==> config.mk <==
export PLATFORM = sky130hd
export DESIGN_NAME = control_sequencer_flat
export DESIGN_NICKNAME = d
export VERILOG_FILES = /design/src/rtl/control_sequencer_if.sv /design/src/rtl/control_sequencer.sv /design/src/flat_wrapper.sv
export SDC_FILE = /design/constraint.sdc
export NUM_CORES = 1
export LEC_CHECK = 0
export BUFFER_PORTS_ARGS = -buffer_cell sky130_fd_sc_hd__buf_2
export CAP_MARGIN = 20
export CELL_PAD_IN_SITES_DETAIL_PLACEMENT = 2
export CELL_PAD_IN_SITES_GLOBAL_PLACEMENT = 2
export CORE_MARGIN = 3
export CORE_UTILIZATION = 12
export DETAILED_ROUTE_END_ITERATION = 6
export PLACE_DENSITY = 0.76
export SYNTH_ARGS = -nofsm -noshare
export SYNTH_HDL_FRONTEND = slang
export SYNTH_SLANG_ARGS = --single-unit
export TNS_END_PERCENT = 100
==> constraint.sdc <==
create_clock -name clk -period 1.4 [get_ports clk]
set_clock_uncertainty 0.05 [all_clocks]
set_input_delay 0.07 -clock clk [delete_from_list [all_inputs] [get_ports clk]]
set_output_delay 0.07 -clock clk [all_outputs]
set_load 0.1 [all_outputs]
==> src/rtl/control_sequencer_if.sv <==
// control_sequencer_if: instruction/memory inputs and datapath control strobes of the sequencer.
interface control_sequencer_if;
    logic [31:0] ir;
    logic        mem_done;
    logic        PCout;
    logic        MARin;
    logic        IncPC;
    logic        Zin;
    logic        Zlowout;
    logic        PCin;
    logic        Read;
    logic        MDRin;
    logic        MDRout;
    logic        IRin;
    logic        Yin;
    logic        Run;
    logic [15:0] r_in;
    logic [15:0] r_out;
    logic [4:0]  alu_op;

    modport master (
        input  ir, mem_done,
        output PCout, MARin, IncPC, Zin, Zlowout, PCin, Read, MDRin, MDRout, IRin, Yin, Run,
        output r_in, r_out, alu_op
    );

    modport slave (
        output ir, mem_done,
        input  PCout, MARin, IncPC, Zin, Zlowout, PCin, Read, MDRin, MDRout, IRin, Yin, Run,
        input  r_in, r_out, alu_op
    );
endinterface

==> src/rtl/control_sequencer.sv <==
// control_sequencer: Moore FSM fetching an instruction and sequencing three-register ALU ops.
module control_sequencer (
    input  logic             clk,
    input  logic             reset,
    control_sequencer_if.master bus
);
    localparam logic [2:0] S_RESET = 3'd0;
    localparam logic [2:0] S_T0    = 3'd1;
    localparam logic [2:0] S_T1    = 3'd2;
    localparam logic [2:0] S_T2    = 3'd3;
    localparam logic [2:0] S_T3    = 3'd4;
    localparam logic [2:0] S_T4    = 3'd5;
    localparam logic [2:0] S_T5    = 3'd6;
    localparam logic [2:0] S_HALT  = 3'd7;

    logic [2:0] state, state_nxt;
    logic       t1_wait;
    logic [4:0] opcode;
    logic [3:0] ra, rb, rc;
    logic       alu_instr;

    assign opcode    = bus.ir[31:27];
    assign ra        = bus.ir[26:23];
    assign rb        = bus.ir[22:19];
    assign rc        = bus.ir[18:15];
    assign alu_instr = opcode inside {5'b00011, 5'b00100, 5'b01001, 5'b01010};

    always_comb begin
        state_nxt = state;
        case (state)
            S_RESET: state_nxt = S_T0;
            S_T0:    state_nxt = S_T1;
            S_T1:    state_nxt = bus.mem_done ? S_T2 : S_T1;
            S_T2:    state_nxt = alu_instr ? S_T3 : (opcode == 5'b11011) ? S_HALT : S_T0;
            S_T3:    state_nxt = S_T4;
            S_T4:    state_nxt = S_T5;
            S_T5:    state_nxt = S_T0;
            default: state_nxt = S_HALT;
        endcase
    end

    // t1_wait marks every T1 cycle after the first so PC is loaded only once
    always_ff @(posedge clk) begin
        if (reset) begin
            state   <= S_RESET;
            t1_wait <= 1'b0;
        end else begin
            state   <= state_nxt;
            t1_wait <= state == S_T1;
        end
    end

    assign bus.PCout   = state == S_T0;
    assign bus.MARin   = state == S_T0;
    assign bus.IncPC   = state == S_T0;
    assign bus.Zin     = state == S_T0 || state == S_T4;
    assign bus.Zlowout = state == S_T1 || state == S_T5;
    assign bus.PCin    = state == S_T1 && !t1_wait;
    assign bus.Read    = state == S_T1;
    assign bus.MDRin   = state == S_T1;
    assign bus.MDRout  = state == S_T2;
    assign bus.IRin    = state == S_T2;
    assign bus.Yin     = state == S_T3;
    assign bus.Run     = state != S_RESET && state != S_HALT;
    assign bus.r_out   = state == S_T3 ? 16'h1 << rb : state == S_T4 ? 16'h1 << rc : 16'h0;
    assign bus.r_in    = state == S_T5 ? 16'h1 << ra : 16'h0;
    assign bus.alu_op  = state == S_T4 ? opcode : 5'b0;
endmodule

==> src/flat_wrapper.sv <==
// flat-port wrapper written by rule: the top's interface ports become plain ports
module control_sequencer_flat 
  (clk, reset, bus_ir, bus_mem_done, bus_PCout, bus_MARin, bus_IncPC, bus_Zin, bus_Zlowout, bus_PCin, bus_Read, bus_MDRin, bus_MDRout, bus_IRin, bus_Yin, bus_Run, bus_r_in, bus_r_out, bus_alu_op);
  control_sequencer_if bus_i ();
  input  logic clk;
  input  logic reset;
  input wire logic [$bits(bus_i.ir)-1:0] bus_ir;
  input wire logic [$bits(bus_i.mem_done)-1:0] bus_mem_done;
  output wire logic [$bits(bus_i.PCout)-1:0] bus_PCout;
  output wire logic [$bits(bus_i.MARin)-1:0] bus_MARin;
  output wire logic [$bits(bus_i.IncPC)-1:0] bus_IncPC;
  output wire logic [$bits(bus_i.Zin)-1:0] bus_Zin;
  output wire logic [$bits(bus_i.Zlowout)-1:0] bus_Zlowout;
  output wire logic [$bits(bus_i.PCin)-1:0] bus_PCin;
  output wire logic [$bits(bus_i.Read)-1:0] bus_Read;
  output wire logic [$bits(bus_i.MDRin)-1:0] bus_MDRin;
  output wire logic [$bits(bus_i.MDRout)-1:0] bus_MDRout;
  output wire logic [$bits(bus_i.IRin)-1:0] bus_IRin;
  output wire logic [$bits(bus_i.Yin)-1:0] bus_Yin;
  output wire logic [$bits(bus_i.Run)-1:0] bus_Run;
  output wire logic [$bits(bus_i.r_in)-1:0] bus_r_in;
  output wire logic [$bits(bus_i.r_out)-1:0] bus_r_out;
  output wire logic [$bits(bus_i.alu_op)-1:0] bus_alu_op;
  assign bus_i.ir = bus_ir;
  assign bus_i.mem_done = bus_mem_done;
  assign bus_PCout = bus_i.PCout;
  assign bus_MARin = bus_i.MARin;
  assign bus_IncPC = bus_i.IncPC;
  assign bus_Zin = bus_i.Zin;
  assign bus_Zlowout = bus_i.Zlowout;
  assign bus_PCin = bus_i.PCin;
  assign bus_Read = bus_i.Read;
  assign bus_MDRin = bus_i.MDRin;
  assign bus_MDRout = bus_i.MDRout;
  assign bus_IRin = bus_i.IRin;
  assign bus_Yin = bus_i.Yin;
  assign bus_Run = bus_i.Run;
  assign bus_r_in = bus_i.r_in;
  assign bus_r_out = bus_i.r_out;
  assign bus_alu_op = bus_i.alu_op;
  control_sequencer u_core (.clk(clk), .reset(reset), .bus(bus_i));
endmodule
==> flow_summary_export.csv, run 1 <==
group,metric,value,unit
worst_setup_path,worstPathArrival,1.77,ns
finish,fin_nets,231,
clock_network,numCtsBuffers,3,
floorplanning,core-area,5270,um2
sta,grt_setup_unrepaired,"yes",
detailed_routing,antenna_left,0,
power_and_ir_drop,combPwrFrac,69.1,%
synth,synth_area_leaders,"o22ai_1 15%, dfxtp_1 12%, nor2_1 11%",
power_and_ir_drop,ir_drop,0.2219,mV
job,drv_cap,0,
finish,diodes,0,
clock_network,cts_tree,"yes",
detailed_routing,post-route-drc-count,0,
placed_design,dpl.hpwl,3.793,mm
detailed_routing,wl,4.368,mm
clock_network,path_clk_slew,0.03,ns
power_and_ir_drop,p_per_area,484.9,nW/um2
hold_path,hold_class,"in2reg",
status,violations,"negative setup slack",
sta,slew_headroom,68.03,%
worst_setup_path,slowest_delay,0.42,ns
worst_setup_path,crit_slowest_cell,"or3b_4",
sta,whs,0.03476,ns
power_and_ir_drop,netSwitchingFraction,49.35,%
synth,async_flop_share,0,%
detailed_routing,wl_per_cell,16.55,um
global_routing,grt_overflow_total,0,
synth,seq_area_frac_synth,11.94,%
synth,synth_nets,139,
sta,final.min_clock_period,1.889,ns
global_routing,grt_max_degree,11,
worst_setup_path,critPathCaptureType,"output port",
sta,setup_slack,-0.4889,ns
detailed_routing,first_iter_violations,6,
synth,synth_area,670.6,um2
synth,yosysWarnings,0,
sta,hold_violations,0,
floorplanning,floorplan.initialDensity,12.73,%
worst_setup_path,crit_family,"simple AND/OR/NAND/NOR gates",
sta,fin_crit_sh,134.9,%
synth,netlist.area_leader.share,14.93,%
synth,ys_ff_latch,4,
power_and_ir_drop,clkPwrFrac,19.9,%
global_routing,grt_use_total,14.27,%
clock_network,cts.sinks,4,
floorplanning,die_h,80.76,um
floorplanning,fp.dieW,80.76,um
sta,finalSetupTns,-14.28,ns
floorplanning,dieArea,6521,um2
sta,worstMarginPinSlew,0.4767,ns
status,outcome,"finished with violations",
worst_setup_path,critical_path_class,"reg2out",
power_and_ir_drop,p_int,0.6228,mW
sta,finalMaxSlewViolations,0,
detailed_routing,vias_per_cell,4.470,
synth,yosys.area.top_type,"o22ai_1",
power_and_ir_drop,p_total,1.230,mW
detailed_routing,vias,1180,
clock_network,clkLatencyLatePin,0.22,ns
placed_design,gp_congestion,0.7036,
worst_setup_path,worstPathMaxFanout,4,
worst_setup_path,crit_buf_inv,1,
sta,setup-violations-final,45,
synth,syn_area_per_cell,6.448,um2
global_routing,antenna_found_initial,0,
synth,synth_edf_count,0,
synth,synth.distinct_cells,30,
synth,netlist_instances,104,
power_and_ir_drop,leakage,0.8906,nW
worst_setup_path,cp_cell_sequence,"or3b_4 > or3_4 > o22ai_4 > buf_12",
finish,drive_gt1_share,80.93,%
global_routing,grt_pass1_wl,7.272,mm
floorplanning,std_cell_rows,26,
worst_setup_path,cp-start-kind,"flip-flop",
global_routing,grt_pass1_vias,1399,
power_and_ir_drop,pwr-share-seq,11.0,%
placed_design,buffer_ports.inserted,68,
sta,clock.fmax,529.4,MHz
synth,ys.flop_type,"dfxtp_1",
finish,syn2layout_area_growth,278.2,%
power_and_ir_drop,p_sw,0.6070,mW
detailed_routing,drt_pass1_iterations,4,
clock_network,root_buffer,"clkbuf_8",
clock_network,clk_path_buf_depth,2,
worst_setup_path,cp.required,1.28,ns
clock_network,cts_hold_buffers,0,
floorplanning,io_pins,84,
clock_network,cts-htree-levels,1,
state kept, by name, indices dropped and copies added, names as in the netlist:
| register | flops |
|---|---|
| u_core.state | 3 |
| u_core.t1_wait | 1 |
worst paths after layout:
| check | startpoint | endpoint | slack [ns] | depth (start not counted) |
|---|---|---|---|---|
| setup reg to reg | u_core.state[1]$_SDFF_PP0_ | u_core.state[0]$_SDFF_PP0_ | -0.21 | 10 |
| hold reg to reg | u_core.state[0]$_SDFF_PP0_ | u_core.state[0]$_SDFF_PP0_ | 0.53 | 2 |
| setup / recovery | u_core.state[1]$_SDFF_PP0_ | bus_r_out[5] | -0.49 | 4 |
| hold / removal | reset | u_core.t1_wait$_SDFF_PP0_ | 0.03 | 2 |
cells in the mapped netlist, drive strengths merged (2+ instances only):
library cell / number
nand2: 6
nor3: 6
or3: 2
or3b: 2
dfxtp: 4
a211oi: 2
nand2b: 7
and3: 7
nand4b: 2
nand3: 2
nor4bb: 2
nor2: 20
nand3b: 2
o22ai: 16
or2: 2
nor2b: 5
inv: 2
buf: 5
and2: 2
metal layers:
metal  part of all wire (%)  vias up  GRT usage, %
li1                       -      567             -
met3                    8.3        3         3.326
met1                     33      558         13.85
met5                      0        -             0
met4                   0.62        0         3.041
met2                     58       52         29.88
timing repair:
action / in CTS / in global routing
pin swaps: 11 / 10
resized for setup: 16 / 5
endpoints found under the setup margin: 46 / 50
buffers inserted: 4 / 4
area by class of cell:
cell class / count / area [um2]
Timing Repair Buffer: 93 / 1294
Tap cell: 70 / 87.58
Clock buffer: 3 / 41.29
Fill cell: 539 / 2734
Inverter: 2 / 15.01
Multi-Input combinational cell: 92 / 1016
Sequential cell: 4 / 82.58
power by group through the flow:
stage	logic, mW	clock network, mW	registers, mW
2_1_floorplan	0.530	0	0.142
3_3_place_gp	0.782	0	0.135
3_5_place_dp	0.796	0	0.137
4_1_cts	0.835	0.250	0.136
5_1_grt	0.887	0.258	0.137
6_report	0.849	0.245	0.136
cells in the final DEF (no fill, tap or decap), types with 2 or more instances in the layout:
cell        synthesis  routed
or3b_4              0       2
a211oi_1            2       2
clkinvlp_4          0       2
dfxtp_2             0       2
nand3b_1            2       2
buf_4               4      17
nor2b_1             5       2
or2_2               2       2
nand2b_1            7       6
nor2_4              0      14
and3_1              7       2
dfxtp_1             4       2
and3_4              0       5
nand4b_1            2       2
o22ai_4             0      16
nand2_1             6       6
nor3_4              0       4
and2_4              0       2
buf_6               0       8
buf_12              0      49
nor2_2              0       2
buf_2               1      19
nor2_1             20       4
or3_4               1       2
clkbuf_8            0       3
nor2b_4             0       2
worst reg2reg max path: stages, from the launching register on:
cell      delay, ns
dfxtp_2        0.32
buf_4          0.15
nor2b_4        0.12
buf_4          0.12
buf_6          0.12
buf_4          0.14
nand2b_4       0.10
buf_4          0.11
buf_4          0.10
nor2_2         0.03
a211oi_1       0.15
cells by family (layout without fill, tap and decap cells):
logic type	Yosys count	in the layout	share of synthesized area, %
DFF	4	4	11.94
xor gates and xnor gates	1	1	1.306
and+or+nand+nor	71	71	60.26
AOI/OAI and AO/OA	20	20	19.59
buffers and inverters	8	98	6.902
through the flow:
step                instance area [um2]  worst slack, ns  cells  util, %
detailed placement                 2364          -0.3065    254    44.85
global placement                   2364          -0.2572    254    44.85
CTS                                2497          -0.5027    261    47.39
finish                             2536          -0.4889    264    48.12
global route                       2536          -0.5360    264    48.12
floorplan                          1149          -0.7493    104        -
Note: power is estimated with default switching activity, not from simulation.
==> run 2: changes to the inputs <==
Clock period 1.4 ns to 1.65 ns, I/O delays scaled along.
==> run 2 against run 1 <==
Compared with the run above: the flow still finishes with violations (negative setup slack); routed wire length rose by 5.3%; global-route usage is 0.65 points higher; first-iteration DRC count fell by 17%; critical path type unchanged; worst setup slack gained 0.23 ns; largest cell class unchanged; via count increased by 0.68%; die area unchanged.
==> flow_summary_export.csv, run 2 (same netlist as run 1, synthesis figures left out) <==
group,metric,value,unit
floorplanning,floorplan.initialDensity,12.73,%
detailed_routing,wl_per_cell,17.42,um
placed_design,buffer_ports.inserted,68,
sta,setup-violations-final,32,
finish,layoutNonFillerInstCount,264,
sta,slew_headroom,64.33,%
floorplanning,dieArea,6521,um2
finish,largest_register,"u_core.state",
worst_setup_path,critical_path_class,"reg2out",
finish,reg_top3,"u_core.state x3, u_core.t1_wait x1",
finish,layout_common_cells,"47 x buf_12, 21 x buf_2, 16 x o22ai_4, 14 x nor2_4, 14 x buf_6",
finish,fin_area,2505,um2
clock_network,cts_hold_buffers,0,
floorplanning,io_pins,84,
power_and_ir_drop,leakage,0.8994,nW
global_routing,grt_pass1_vias,1367,
sta,fin_crit_sh,115.5,%
sta,hold_violations,0,
status,violations,"negative setup slack",
global_routing,grt_overflow_total,0,
detailed_routing,wl,4.599,mm
hold_path,hold_class,"in2reg",
finish,multi_input_area,991.0,um2
job,drv_cap,0,
worst_setup_path,worstPathMaxFanout,4,
finish,diodes,0,
sta,worstMarginPinSlew,0.5318,ns
clock_network,path_clk_slew,0.03,ns
placed_design,place_inst,254,
global_routing,grt_max_degree,18,
floorplanning,std_cell_rows,26,
clock_network,root_buffer,"clkbuf_8",
sta,grt_setup_unrepaired,"yes",
clock_network,clk_path_buf_depth,2,
worst_setup_path,worstPathArrival,1.77,ns
sta,finalMaxSlewViolations,0,
global_routing,antenna_found_initial,0,
detailed_routing,post-route-drc-count,0,
floorplanning,die_h,80.76,um
worst_setup_path,cp.required,1.52,ns
finish,fill_cells,529,
detailed_routing,first_iter_violations,5,
clock_network,cts.sinks,4,
clock_network,cts-htree-levels,1,
placed_design,dpl.hpwl,4.057,mm
finish,seqCellArea,83.83,um2
sta,setup_slack,-0.2550,ns
finish,layout_commonest_cell,"buf_12",
worst_setup_path,cp-start-kind,"flip-flop",
floorplanning,fp.dieW,80.76,um
placed_design,placed_cell_area,2327,um2
detailed_routing,drt_pass1_iterations,3,
finish,syn2layout_area_growth,273.5,%
status,outcome,"finished with violations",
clock_network,numCtsBuffers,3,
power_and_ir_drop,p_per_area,402.2,nW/um2
clock_network,clkLatencyLatePin,0.23,ns
floorplanning,core-area,5270,um2
finish,fin_nets,231,
detailed_routing,vias_per_cell,4.500,
finish,fin_util,47.53,%
detailed_routing,antenna_left,0,
placed_design,pre_cts_slack,-0.1248,ns
sta,whs,0.05590,ns
sta,final.min_clock_period,1.905,ns
placed_design,gp_congestion,0.8104,
clock_network,cts_tree,"yes",
global_routing,grt_use_total,14.92,%
power_and_ir_drop,ir_drop,0.2051,mV
global_routing,grt_pass1_wl,7.286,mm
detailed_routing,vias,1188,
sta,clock.fmax,524.9,MHz
finish,drive_gt1_share,80.93,%
worst_setup_path,critPathCaptureType,"output port",
finish,largest_reg_flops,3,
[run 2: final cells by class]
type,instances,area share [%]
flip-flops and latches,4,3.347
repair buffers,93,51.35
multi-input cells,92,39.56
inverters,2,0.5994
well taps,70,3.497
clock buffers,3,1.648
[run 2: final timing paths]
kind | start | to | slack (ns) | depth (start not counted)
worst max-delay path | u_core.state[0]$_SDFF_PP0_ | bus_r_out[0] | -0.26 | 4
worst min-delay path | reset | u_core.t1_wait$_SDFF_PP0_ | 0.06 | 2
worst max register to register | u_core.state[0]$_SDFF_PP0_ | u_core.state[2]$_SDFF_PP0_ | 0.09 | 8
worst min register to register | u_core.state[1]$_SDFF_PP0_ | u_core.state[0]$_SDFF_PP0_ | 0.66 | 3
[run 2: power breakdown]
| group | switching, mW | internal (mW) | total, mW |
|---|---|---|---|
| Sequential | 0.00740 | 0.108 | 0.115 |
| Combinational | 0.445 | 0.232 | 0.677 |
| Clock | 0.0596 | 0.156 | 0.216 |
| Total | 0.512 | 0.496 | 1.01 |
[run 2: what timing repair did]
item                                    CTS  global route
endpoints found under the setup margin   32            37
pin swaps                                13             7
resized for setup                        14             8
buffers inserted                          6             3
[run 2: worst max-delay path, cell delays in order, from the launching register on]
cell and delay, ns:
dfxtp_2 0.32, or3b_4 0.40, or3_4 0.41, o22ai_4 0.21, buf_12 0.20
[run 2: per-stage QoR]
stage | power (mW) | setup TNS [ns]
final | 1.007 | -4.756
after global routing | 1.054 | -6.929
after CTS | 1.016 | -5.585
after detailed placement | 0.7643 | -0.6064
after global placement | 0.7468 | -0.2778
after floorplan | 0.5707 | -11.55
[run 2: per-layer routing]
layer / global-route usage, % / part of all wire [%] / up-vias
met4: 5.236 / 1.2 / 0
li1: - / - / 569
met1: 12.72 / 31 / 559
met2: 31.95 / 59 / 55
met5: 0 / 0 / -
met3: 4.102 / 8.7 / 5
==> run 3: changes to the inputs <==
Settings changed: SETUP_SLACK_MARGIN from default to 0.5.
==> run 3 against run 2 <==
Compared with the run above: the run still ends with negative setup slack left; worst setup slack worse by 0.013 ns; clock power up 9.3%; largest cell class unchanged; highest routed layer unchanged; hold slack better by 0.034 ns; final area up 10%; critical path type unchanged.
==> flow_summary_export.csv, run 3 (same netlist as run 1, synthesis figures left out) <==
group,metric,value,unit
status,outcome,"finished with violations",
status,violations,"negative setup slack",
detailed_routing,top_layer_used,"met4",
worst_setup_path,crit_family,"simple AND/OR/NAND/NOR gates",
finish,fill_cells,506,
worst_setup_path,slowest_delay,0.42,ns
global_routing,grt_use_total,14.91,%
power_and_ir_drop,p_per_area,415.4,nW/um2
worst_setup_path,critPathCaptureType,"output port",
floorplanning,fp.dieW,80.76,um
clock_network,clkLatencyLatePin,0.22,ns
finish,layoutNonFillerInstCount,276,
worst_setup_path,regToRegSetupSlack,-0.01,ns
floorplanning,die_h,80.76,um
placed_design,dpl.hpwl,3.805,mm
clock_network,clk_path_buf_depth,2,
worst_setup_path,worstPathMaxFanout,4,
clock_network,cts.sinks,4,
worst_setup_path,worstPathArrival,1.79,ns
detailed_routing,wl_per_cell,18.25,um
sta,slew_headroom,63.33,%
placed_design,pre_cts_slack,-0.06280,ns
finish,layout_commonest_cell,"buf_12",
global_routing,antenna_found_initial,0,
global_routing,grt_overflow_total,0,
floorplanning,std_cell_rows,26,
worst_setup_path,crit_buf_inv,1,
placed_design,gp_congestion,0.7703,
global_routing,grt_pass1_vias,1431,
detailed_routing,vias,1240,
detailed_routing,first_iter_violations,7,
clock_network,root_buffer,"clkbuf_8",
sta,setup-violations-final,35,
sta,setup_slack,-0.2682,ns
floorplanning,core-area,5270,um2
worst_setup_path,cp_cell_sequence,"or3b_4 > or3_4 > o22ai_4 > buf_12",
clock_network,path_clk_slew,0.04,ns
clock_network,numCtsBuffers,3,
floorplanning,floorplan.initialDensity,12.73,%
finish,diodes,0,
finish,fin_nets,242,
power_and_ir_drop,p_total,1.148,mW
detailed_routing,antenna_left,0,
finish,drive_gt1_share,85.44,%
sta,hold_violations,0,
finish,largest_reg_flops,3,
placed_design,buffer_ports.inserted,68,
finish,syn2layout_area_growth,311.9,%
floorplanning,io_pins,84,
sta,grt_setup_unrepaired,"yes",
detailed_routing,wl,5.038,mm
finish,reg_top3,"u_core.state x3, u_core.t1_wait x1",
power_and_ir_drop,ir_drop,0.4057,mV
finish,layout_common_cells,"52 x buf_12, 19 x buf_2, 16 x o22ai_4, 16 x nor2_4, 16 x buf_6",
worst_setup_path,crit_slowest_cell,"or3b_4",
sta,clock.fmax,521.3,MHz
worst_setup_path,cp-start-kind,"flip-flop",
sta,final.min_clock_period,1.918,ns
worst_setup_path,critical_path_class,"reg2out",
detailed_routing,dr_wl_met3,410,um
placed_design,place_inst,255,
hold_path,hold_class,"in2reg",
finish,largest_register,"u_core.state",
detailed_routing,post-route-drc-count,0,
detailed_routing,wl_met1,1.609,mm
sta,fin_crit_sh,116.3,%
detailed_routing,drt_pass1_iterations,3,
clock_network,cts_tree,"yes",
detailed_routing,vias_per_cell,4.493,
sta,finalMaxSlewViolations,0,
sta,worstMarginPinSlew,0.5467,ns
global_routing,grt_pass1_wl,7.631,mm
job,drv_cap,0,
clock_network,cts_hold_buffers,0,
clock_network,cts-htree-levels,1,
detailed_routing,wl_met2,2.972,mm
power_and_ir_drop,leakage,0.9787,nW
worst_setup_path,cp.required,1.52,ns
global_routing,grt_max_degree,8,
floorplanning,dieArea,6521,um2
-- run 3: changes by cell type in the layout (fill, tap and decap cells not counted), moves of 4 or more --
cell,delta
and3_4,+7
and3_2,-5
buf_4,+4
buf_12,+5
-- run 3: area by class of cell --
class                      count  area (um2)  share of cell area (%)
tap                           70       87.58                   3.170
sequential                     4       86.33                   3.125
clock buffer                   4       45.04                   1.630
timing repair buffer         104        1459                   52.81
multi-input combinational     92        1070                   38.72
inverter                       2       15.01                  0.5435
-- run 3: what timing repair did --
| action | in CTS | in global routing |
|---|---|---|
| pin swaps | 10 | 8 |
| resized for setup | 31 | 17 |
| setup buffers | 6 | 11 |
| setup endpoints to repair | 53 | 53 |
-- run 3: per-stage QoR --
step / setup TNS, ns / hold slack [ns] / utilization (%) / cell area (um2)
floorplan: -11.41 / 0.09782 / - / 1184
global placement: -0.08732 / 0.2825 / 45.20 / 2382
detailed placement: -0.3424 / 0.3042 / 45.20 / 2382
CTS: -5.230 / 0.07332 / 49.31 / 2599
global route: -8.625 / 0.1022 / 52.42 / 2763
finish: -5.866 / 0.08981 / 52.42 / 2763
-- run 3: path summary, 6_finish.rpt --
kind | start | end | cells after the start
worst max register to register | u_core.state[1]$_SDFF_PP0_ | u_core.state[2]$_SDFF_PP0_ | 9
worst min-delay path | reset | u_core.t1_wait$_SDFF_PP0_ | 2
worst max-delay path | u_core.state[1]$_SDFF_PP0_ | bus_r_out[4] | 4
worst min register to register | u_core.state[0]$_SDFF_PP0_ | u_core.state[0]$_SDFF_PP0_ | 2
-- run 3: power by group --
group	switching, mW	internal, mW	leakage, nW
Sequential	0.00858	0.106	0.0342
Combinational	0.481	0.316	0.922
Clock	0.0692	0.167	0.0228
Total	0.559	0.588	0.979
-- run 3: worst reg2reg max path, stage by stage (launching register included) --
cell,delay (ns)
dfxtp_2,0.35
buf_6,0.11
nor2b_4,0.15
buf_6,0.12
buf_6,0.09
buf_6,0.10
buf_6,0.10
nor2_4,0.04
and3_4,0.17
a211o_1,0.26
-- run 3: per-layer routing --
layer,vias to the layer above,track usage (%)
met4,0,1.014
met2,56,29.97
met3,4,4.878
met1,590,15.50
li1,590,-
met5,-,0
